<file path="src/rtl/data_stream_byte_packer_if.sv">
// Byte-strobed valid/ready stream bundle shared by packer input and output.
// Latency: none, wires only.
// Backpressure: the slave side drives ready and the master side holds its beat until ready.
interface ifc_data_stream_hs #(
  parameter int DATA_WIDTH = 32
);
  logic [DATA_WIDTH-1:0]   data;
  logic [DATA_WIDTH/8-1:0] strb;
  logic                    valid;
  logic                    ready;

  modport master (output data, output strb, output valid, input ready);
  modport slave  (input data, input strb, input valid, output ready);
endinterface

</file>
<file path="src/rtl/data_stream_byte_packer.sv">
// Compacts sparse byte-strobed beats into dense full-width beats, with explicit flush of the tail.
// Latency: a byte accepted in cycle t is visible on the output from cycle t+1.
// Backpressure: s_ready is registered and only high when a whole input beat is guaranteed to fit.
module data_stream_byte_packer #(
  parameter int DATA_WIDTH = 32
) (
  input  logic              clk,
  input  logic              rst,
  ifc_data_stream_hs.slave  s_if,
  ifc_data_stream_hs.master m_if,
  input  logic              flush,
  output logic              flush_done
);
  localparam int N  = DATA_WIDTH / 8;
  localparam int B  = 2 * N;
  localparam int CW = $clog2(B + 1);
  localparam int AW = $clog2(B);

  logic [B-1:0][7:0]       lanes_q, lanes_d;
  logic [CW-1:0]           cnt_q, cnt_d;
  logic                    pend_q, pend_d;
  logic                    s_rdy_q, s_rdy_d;
  logic                    done_q, done_d;

  logic                    m_vld;
  logic [DATA_WIDTH-1:0]   m_dat;
  logic [N-1:0]            m_stb;
  logic                    in_hs;
  logic                    out_hs;
  logic                    flush_req;
  int                      rem;
  int                      wr_pos;

  // Present the low N lanes; lanes not yet occupied read as zero with strobe clear.
  always_comb begin
    m_vld = (int'(cnt_q) >= N) || (pend_q && (cnt_q != '0));
    m_dat = '0;
    m_stb = '0;
    for (int i = 0; i < N; i++) begin
      if (i < int'(cnt_q)) begin
        m_dat[8*i +: 8] = lanes_q[i];
        m_stb[i]        = 1'b1;
      end
    end
  end

  assign m_if.valid = m_vld;
  assign m_if.data  = m_dat;
  assign m_if.strb  = m_stb;
  assign s_if.ready = s_rdy_q;
  assign flush_done = done_q;

  // Next state: drop the outgoing beat first, then append accepted bytes behind the remainder.
  always_comb begin
    in_hs  = s_if.valid && s_rdy_q;
    out_hs = m_vld && m_if.ready;
    rem    = 0;
    if (out_hs) begin
      rem = (int'(cnt_q) >= N) ? N : int'(cnt_q);
    end

    for (int i = 0; i < B; i++) begin
      lanes_d[i] = 8'h00;
      if (i + rem < B) begin
        lanes_d[i] = lanes_q[AW'(i + rem)];
      end
    end

    wr_pos = int'(cnt_q) - rem;
    if (in_hs) begin
      for (int j = 0; j < N; j++) begin
        if (s_if.strb[j]) begin
          if (wr_pos < B) begin
            lanes_d[AW'(wr_pos)] = s_if.data[8*j +: 8];
          end
          wr_pos = wr_pos + 1;
        end
      end
    end
    cnt_d = CW'(wr_pos);

    // A flush stays pending until the buffer is empty; a repeat request while pending is absorbed.
    flush_req = pend_q || flush;
    pend_d    = flush_req && (cnt_d != '0);
    done_d    = flush_req && (cnt_d == '0);
    s_rdy_d   = (int'(cnt_d) <= N) && !pend_d;
  end

  // State registers; reset discards anything buffered.
  always_ff @(posedge clk or posedge rst) begin
    if (rst) begin
      lanes_q <= '0;
      cnt_q   <= '0;
      pend_q  <= 1'b0;
      s_rdy_q <= 1'b0;
      done_q  <= 1'b0;
    end else begin
      lanes_q <= lanes_d;
      cnt_q   <= cnt_d;
      pend_q  <= pend_d;
      s_rdy_q <= s_rdy_d;
      done_q  <= done_d;
    end
  end
endmodule

</file>
<file path="src/flat_wrapper.sv">
// flat-port wrapper written by rule: the top's interface ports become plain ports
module data_stream_byte_packer_flat 
#(
  parameter int DATA_WIDTH = 32
)
  (clk, rst, flush, flush_done, s_if_data, s_if_strb, s_if_valid, s_if_ready, m_if_data, m_if_strb, m_if_valid, m_if_ready);
  ifc_data_stream_hs #(.DATA_WIDTH(DATA_WIDTH)) s_if_i ();
  ifc_data_stream_hs #(.DATA_WIDTH(DATA_WIDTH)) m_if_i ();
  input  logic clk;
  input  logic rst;
  input  logic flush;
  output logic flush_done;
  input wire logic [$bits(s_if_i.data)-1:0] s_if_data;
  input wire logic [$bits(s_if_i.strb)-1:0] s_if_strb;
  input wire logic [$bits(s_if_i.valid)-1:0] s_if_valid;
  output wire logic [$bits(s_if_i.ready)-1:0] s_if_ready;
  output wire logic [$bits(m_if_i.data)-1:0] m_if_data;
  output wire logic [$bits(m_if_i.strb)-1:0] m_if_strb;
  output wire logic [$bits(m_if_i.valid)-1:0] m_if_valid;
  input wire logic [$bits(m_if_i.ready)-1:0] m_if_ready;
  assign s_if_i.data = s_if_data;
  assign s_if_i.strb = s_if_strb;
  assign s_if_i.valid = s_if_valid;
  assign s_if_ready = s_if_i.ready;
  assign m_if_data = m_if_i.data;
  assign m_if_strb = m_if_i.strb;
  assign m_if_valid = m_if_i.valid;
  assign m_if_i.ready = m_if_ready;
  data_stream_byte_packer #(.DATA_WIDTH(DATA_WIDTH)) u_core (.clk(clk), .rst(rst), .s_if(s_if_i), .m_if(m_if_i), .flush(flush), .flush_done(flush_done));
endmodule
</file>
<file path="config.mk">
export PLATFORM = sky130hd
export DESIGN_NAME = data_stream_byte_packer_flat
export DESIGN_NICKNAME = d
export VERILOG_FILES = /design/src/rtl/data_stream_byte_packer_if.sv /design/src/rtl/data_stream_byte_packer.sv /design/src/flat_wrapper.sv
export SDC_FILE = /design/constraint.sdc
export NUM_CORES = 1
export LEC_CHECK = 0
export CORE_MARGIN = 2
export CORE_UTILIZATION = 45
export DETAILED_ROUTE_END_ITERATION = 16
export PLACE_DENSITY = 0.73
export SLEW_MARGIN = 20
export SYNTH_ARGS = -nofsm -noshare
export SYNTH_HDL_FRONTEND = slang
export SYNTH_SLANG_ARGS = --single-unit
</file>
<file path="constraint.sdc">
create_clock -name clk -period 7.4 [get_ports clk]
set_clock_uncertainty 0.1 [all_clocks]
set_input_delay 1.48 -clock clk [delete_from_list [all_inputs] [get_ports clk]]
set_output_delay 1.48 -clock clk [all_outputs]
set_load 0.01 [all_outputs]
</file>
Yosys cells after proc, flatten, opt, wreduce, memory -nomap -nowiden
Cells that the tools add are included.
{ "classes": {"multipliers": 0, "magnitude_cmp": 34, "muxes": 74, "div_mod_pow": 0, "n_reduce_logical": 16, "shifts": 0, "eq_ne": 0, "addsub": 12, "bitwise": 0} }
{ "op_table": {"columns": ["op", "count"], "rows": [
  ["2-to-1 mux 64 bit", 12],
  ["< comparator 32 x 5 -> 1 bit (second input constant)", 12],
  ["bitwise mux 64 bit", 4],
  ["2-to-1 mux 8 bit", 32],
  ["2-to-1 mux 32 bit", 7],
  ["binary-select mux 8 bit (select 3 bit)", 8],
  ["adder 4 x 32 -> 32 bit (first input constant)", 4],
  ["adder 32 x 2 -> 32 bit (second input constant)", 3],
  ["demux 8 bit (select 3 bit)", 4],
  ["adder 3 x 32 -> 32 bit (first input constant)", 2],
  ["< comparator 3 x 5 -> 1 bit (second input constant)", 12],
  ["adder 2 x 32 -> 32 bit (first input constant)", 1],
  ["subtractor 5 x 32 -> 32 bit", 1],
  ["greater-or-equal comparator 3 x 1 -> 1 bit (second input constant)", 4],
  ["2-to-1 mux 4 bit", 3],
  ["logical AND 1 bit", 10],
  ["< comparator 1 x 4 -> 1 bit (first input constant)", 2],
  ["< comparator 2 x 4 -> 1 bit (first input constant)", 2],
  ["nonzero test 4 bit", 2],
  ["adder 4 x 2 -> 4 bit (second input constant)", 1],
  ["greater-or-equal comparator 4 x 3 -> 1 bit (second input constant)", 1],
  ["<= comparator 4 x 3 -> 1 bit (second input constant)", 1],
  ["zero test 4 bit", 1],
  ["2-to-1 mux 1 bit", 4],
  ["other kinds (2)", 3]
]} }
{ "word_totals": {"latch_bits": 0, "out_inout_bits": 39, "input_bits": 41, "word_cells": 148, "romBits": 0, "ramBits": 0, "ff_bits": 71, "memories": 0} }

Longest topological paths before layout
{ "logic_depth": {"depth_word": 26, "ltp_mapped": 23, "mapped_depth_nobuf": 21} }

Worst setup path before layout
No wires, ideal clock.
{ "synth_timing": {"path_kind": "input -> register", "from": "input m_if_ready", "to": "register u_core.lanes_q[14] (netlist name)", "setup_time_ns": 0.134, "path_stages": 18, "setup_slack_ns": 0.568, "arrival_ns": 6.598, "n_path_buf": 4, "required_ns": 7.166, "path_cell_list": "nand3_1 > or2_2 > clkbuf_1 > clkbuf_1 > clkbuf_1 > fa_1 > ha_1 > mux2_2 > ha_1 > nand2b_1 > mux4_2 > or3b_4 > or4_4 > a41oi_4 > nor4_2 > buf_6 > a31oi_1 > o31ai_1"} }
{ "synth_lines": {"columns": ["item", "line", "source"], "rows": [
  ["start: declaration", "flat_wrapper.sv:20", "input wire logic [$bits(m_if_i.ready)-1:0] m_if_ready;"],
  ["end signal: assignment", "data_stream_byte_packer.sv:98", "lanes_q <= lanes_d;"],
  ["end: declaration", "data_stream_byte_packer.sv:19", "logic [B-1:0][7:0] lanes_q, lanes_d;"]
]} }

==> impl_results.html <==
<table>
<tr><th>Metric</th><th>Value</th></tr>
<tr><th colspan="2">Outcome</th></tr>
<tr><td>Result of the run</td><td>finished clean</td></tr>
<tr><th colspan="2">GRT</th></tr>
<tr><td>Via count of the first global-routing pass</td><td>6,557</td></tr>
<tr><td>Global-route wire length before repair</td><td>about 37 mm</td></tr>
<tr><td>Number of antenna violations at the first check in global routing</td><td>0</td></tr>
<tr><td>Overall routing resource usage</td><td>0.2699</td></tr>
<tr><td>Total grt overflow</td><td>0</td></tr>
<tr><td>Largest net degree at the start of global routing</td><td>a little over 70</td></tr>
<tr><th colspan="2">Synthesis</th></tr>
<tr><td>Top area cells in the synthesized netlist</td><td>mux2i_1, dfrtp_1, mux2_2, nand2_1, ha_1</td></tr>
<tr><td>Number of synthesized flops with an enable pin</td><td>0</td></tr>
<tr><td>Post-synth ARST share</td><td>1.000</td></tr>
<tr><td>Share of synthesized cell area in full adder, half adder and majority cells</td><td>0.03328</td></tr>
<tr><td>Simple-gate area share of the yosys netlist</td><td>0.1596</td></tr>
<tr><td>Post-synth top area share</td><td>0.2489</td></tr>
<tr><td>Post-synthesis mux area share</td><td>0.3627</td></tr>
<tr><td>Largest family of logic cells by synthesized area</td><td>multiplexers</td></tr>
<tr><td>Count of cell types in the netlist</td><td>72</td></tr>
<tr><td>Number of flip-flops and latches in the synthesized netlist</td><td>71</td></tr>
<tr><td>Dominant cell type by area after synthesis</td><td>mux2i_1</td></tr>
<tr><td>Share of synthesized area occupied by flip-flops and latches</td><td>0.2363</td></tr>
<tr><td>Synthesis Warnings</td><td>0</td></tr>
<tr><td>Synthesized-area fraction occupied by ao, oa, aoi and oai cells</td><td>0.1438</td></tr>
<tr><td>Post-synthesis instance area</td><td>7520 µm²</td></tr>
<tr><td>Average size of a mapped cell</td><td>~9 µm²</td></tr>
<tr><td>Most instantiated cells after synthesis</td><td>mux2i_1, nand2_1, dfrtp_1, mux2_2, nor2_1</td></tr>
<tr><td>Post-synthesis share of cell area spent on xor and xnor gates</td><td>0.02396</td></tr>
<tr><td>Count leader, synth</td><td>mux2i_1</td></tr>
<tr><td>Synthesized instance count</td><td>828</td></tr>
<tr><td>Dominant register cell in the synthesized netlist</td><td>dfrtp_1</td></tr>
<tr><th colspan="2">Worst setup path</th></tr>
<tr><td>Cell chain of the critical path</td><td>clkdlybuf4s50_1 -&gt; nand3_1 -&gt; nor2_4 -&gt; ha_1 -&gt; inv_1 -&gt; fa_1 -&gt; ha_1 -&gt; mux2_2 -&gt; ha_1 -&gt; nand2b_1 -&gt; mux4_2 -&gt; or3b_4 -&gt; or4_4 -&gt; a41oi_4 -&gt; or3_1 -&gt; o22ai_1 -&gt; a21oi_1</td></tr>
<tr><td>Highest fanout seen on the critical path</td><td>9</td></tr>
<tr><td>Worst setup path category</td><td>input port to register</td></tr>
<tr><td>Worst path arrival time</td><td>6780 ps</td></tr>
<tr><td>Sort of element at the end of the critical path</td><td>register</td></tr>
<tr><td>End point of the critical path</td><td>u_core.lanes_q[6]</td></tr>
<tr><td>Crit. Startpoint</td><td>m_if_ready</td></tr>
<tr><td>Slowest cell on crit path</td><td>fa_1</td></tr>
<tr><td>Number of buffers and inverters on the critical path</td><td>2</td></tr>
<tr><td>Cell repeated most along the worst path</td><td>ha_1</td></tr>
<tr><td>Worst Setup Start Kind</td><td>input port</td></tr>
<tr><td>Endpoint of the worst register-to-register path</td><td>u_core.lanes_q[6]</td></tr>
<tr><td>Data required time of the critical path</td><td>around 7600 ps</td></tr>
<tr><td>Flop2flop setup slack</td><td>roughly 1700 ps</td></tr>
<tr><td>R2R cell count</td><td>15</td></tr>
<tr><td>Path length in cells of the critical path</td><td>17</td></tr>
<tr><td>Maximum cell stage delay along the critical path</td><td>680 ps</td></tr>
<tr><td>Dominant delay contributor by cell family on the critical path</td><td>simple AND/OR/NAND/NOR gates</td></tr>
<tr><td>Critical register-to-register path startpoint</td><td>u_core.cnt_q[3]</td></tr>
<tr><th colspan="2">Clocking</th></tr>
<tr><td>TritonCTS clock tree</td><td>done</td></tr>
<tr><td>CTS clk-pin slew, worst paths</td><td>60 ps</td></tr>
<tr><td>Maximum clock path buffer count</td><td>2</td></tr>
<tr><td>Clock root buffer</td><td>clkbuf_16</td></tr>
<tr><td>Number of resized instances in the post-cts repair step</td><td>0</td></tr>
<tr><td>Number of buffers inserted by post-CTS setup repair</td><td>0</td></tr>
<tr><td>Clock insertion delay at the later pin of the skew report</td><td>about 350 ps</td></tr>
<tr><td>Post-CTS Hold Buffers</td><td>0</td></tr>
<tr><td>TritonCTS buffer count</td><td>9</td></tr>
<tr><td>H-tree depth</td><td>3</td></tr>
<tr><td>Number of sinks on the clock net</td><td>71</td></tr>
<tr><th colspan="2">STA</th></tr>
<tr><td>Final Worst Setup Slack</td><td>just under 800 ps</td></tr>
<tr><td>Maximum clock rate</td><td>~150 MHz</td></tr>
<tr><td>Setup Viol. Count Final</td><td>0</td></tr>
<tr><td>Period minus WS final</td><td>6613 ps</td></tr>
<tr><td>RSZ-0062 raised after global routing</td><td>no</td></tr>
<tr><td>Least-Margin Pin Slew</td><td>1045 ps</td></tr>
<tr><td>Final worst path period share</td><td>0.8937</td></tr>
<tr><td>Count of pins over their slew limit</td><td>0</td></tr>
<tr><td>Hold slack final</td><td>651.0 ps</td></tr>
<tr><td>Relative slew slack</td><td>0.2968</td></tr>
<tr><td>Final hold violation count</td><td>0</td></tr>
<tr><td>Setup tns final</td><td>0 ps</td></tr>
<tr><th colspan="2">Final layout</th></tr>
<tr><td>Antenna cells</td><td>0</td></tr>
<tr><td>Sequential Area</td><td>roughly 1800 µm²</td></tr>
<tr><td>Fraction of layout instances using a drive strength above 1</td><td>0.1581</td></tr>
<tr><td>Filler cell count in the final layout</td><td>1,532</td></tr>
<tr><td>Final core occ</td><td>0.5418</td></tr>
<tr><td>Post-layout nets</td><td>roughly 950</td></tr>
<tr><td>Area used by multi-input combinational logic</td><td>5454 µm²</td></tr>
<tr><td>Area overhead of the layout relative to synthesis</td><td>18.64%</td></tr>
<tr><th colspan="2">Die</th></tr>
<tr><td>Boundary pin count</td><td>80</td></tr>
<tr><td>Starting density of the core</td><td>0.4567</td></tr>
<tr><td>Die outline area</td><td>17,760 µm²</td></tr>
<tr><td>Horiz. Die Dim</td><td>roughly 130 µm</td></tr>
<tr><td>Core Box Area</td><td>16,470 µm²</td></tr>
<tr><td>Number of placement rows</td><td>47</td></tr>
<tr><td>DIE HEIGHT</td><td>133.3 µm</td></tr>
<tr><th colspan="2">Detailed routing</th></tr>
<tr><td>Count of unresolved DRC violations after routing</td><td>0</td></tr>
<tr><td>Initial DRC Count</td><td>~540</td></tr>
<tr><td>Via count normalized by instance count</td><td>between 6 and 7</td></tr>
<tr><td>Vias</td><td>6,813</td></tr>
<tr><td>First-pass iteration count of the detailed router</td><td>5</td></tr>
<tr><td>Total length of routed wires</td><td>around 24 mm</td></tr>
<tr><td>Antenna Violating Nets Remaining</td><td>0</td></tr>
<tr><td>Average wire per standard cell</td><td>21.47 µm</td></tr>
<tr><th colspan="2">Pwr</th></tr>
<tr><td>Power density normalized to cell area</td><td>roughly 420 nW/µm²</td></tr>
<tr><td>Static Leakage</td><td>4.136 nW</td></tr>
<tr><td>Total Power</td><td>0.003782 W</td></tr>
<tr><td>Max rail drop VDD</td><td>308.2 µV</td></tr>
<tr><th colspan="2">Placed design</th></tr>
<tr><td>HPWL after detailed placement</td><td>18.03 mm</td></tr>
<tr><td>GPL Wtd Cong</td><td>0.9555</td></tr>
<tr><td>Worst setup slack after placement</td><td>490.1 ps</td></tr>
<tr><td>Count of input and output buffers</td><td>79</td></tr>
<tr><th colspan="2">Job</th></tr>
<tr><td>Maximum capacitance violations</td><td>0</td></tr>
<tr><th colspan="2">Worst hold path</th></tr>
<tr><td>Worst min-delay path category</td><td>register to register</td></tr>
</table>
cell families (layout without fill, tap and decap cells):
kind of cell	after synthesis	count (layout)
other cells	1	2
simple gates	234	234
compound gates	153	153
fa+ha+maj	19	19
flops	71	71
mux	258	258
xor+xnor	18	18
buf+inv	74	143
through the flow:
stage / cell area (µm²) / instances
6_report: 8921 / 1118
4_1_cts: 8921 / 1118
2_1_floorplan: 7523 / 829
5_1_grt: 8921 / 1118
3_5_place_dp: 8568 / 1102
3_3_place_gp: 8568 / 1102
cell usage in the layout, fill, tap and decap left out, types with 26 or more instances in the layout:
master	netlist	layout
nor2b_1	26	26
o21ai_0	30	30
nand2_1	77	77
dfrtp_1	71	71
mux2i_1	187	187
a21oi_1	31	31
clkdlybuf4s50_1	0	79
mux2_2	66	66
nor2_1	45	44
where the power goes:
group,internal (W),total (W),switching [W]
Clock,0.000335,0.000526,0.000192
Sequential,0.000501,0.000646,0.000145
Combinational,0.00112,0.00261,0.00149
per-layer routing:
layer	up-vias	routed length [µm]	GRT usage
met2	274	11000	0.4258
met1	3317	10700	0.3783
met3	49	1672	0.03881
li1	3173	-	-
met4	0	629	0.09693
met5	-	0	0
layout make-up:
type	instances	share of cell area
clock buffers	9	0.02525
flip-flops and latches	71	0.1992
multi-input cells	684	0.6114
well taps	220	0.03086
clock inverters	7	0.01431
repair buffers	100	0.1077
inverters	27	0.01136
worst min-delay path, delay by kind of cell (launching register included):
family | cells | cell delay, ps
multiplexers | 1 | 120
AND/OR/NAND/NOR | 2 | 230
flip-flops | 1 | 370
registers in the layout (all words and copies together) (netlist names):
| name | flops |
|---|---|
| u_core.flush_done | 1 |
| u_core.s_if.ready | 1 |
| u_core.lanes_q | 64 |
| u_core.cnt_q | 4 |
| u_core.pend_q | 1 |
how the worst min path moves through the flow:
stage                             startpoint                  to  slack [ps]  cells after the start
after global placement    u_core.lanes_q[41]  u_core.lanes_q[33]         610                      3
after CTS                 u_core.lanes_q[33]  u_core.lanes_q[33]         650                      3
after detailed placement  u_core.lanes_q[33]  u_core.lanes_q[33]         640                      3
after floorplan           u_core.lanes_q[35]  u_core.lanes_q[35]         530                      3
final                     u_core.lanes_q[33]  u_core.lanes_q[33]         650                      3
after global routing      u_core.lanes_q[40]  u_core.lanes_q[32]         700                      3
(Power assumes the default switching activity.)
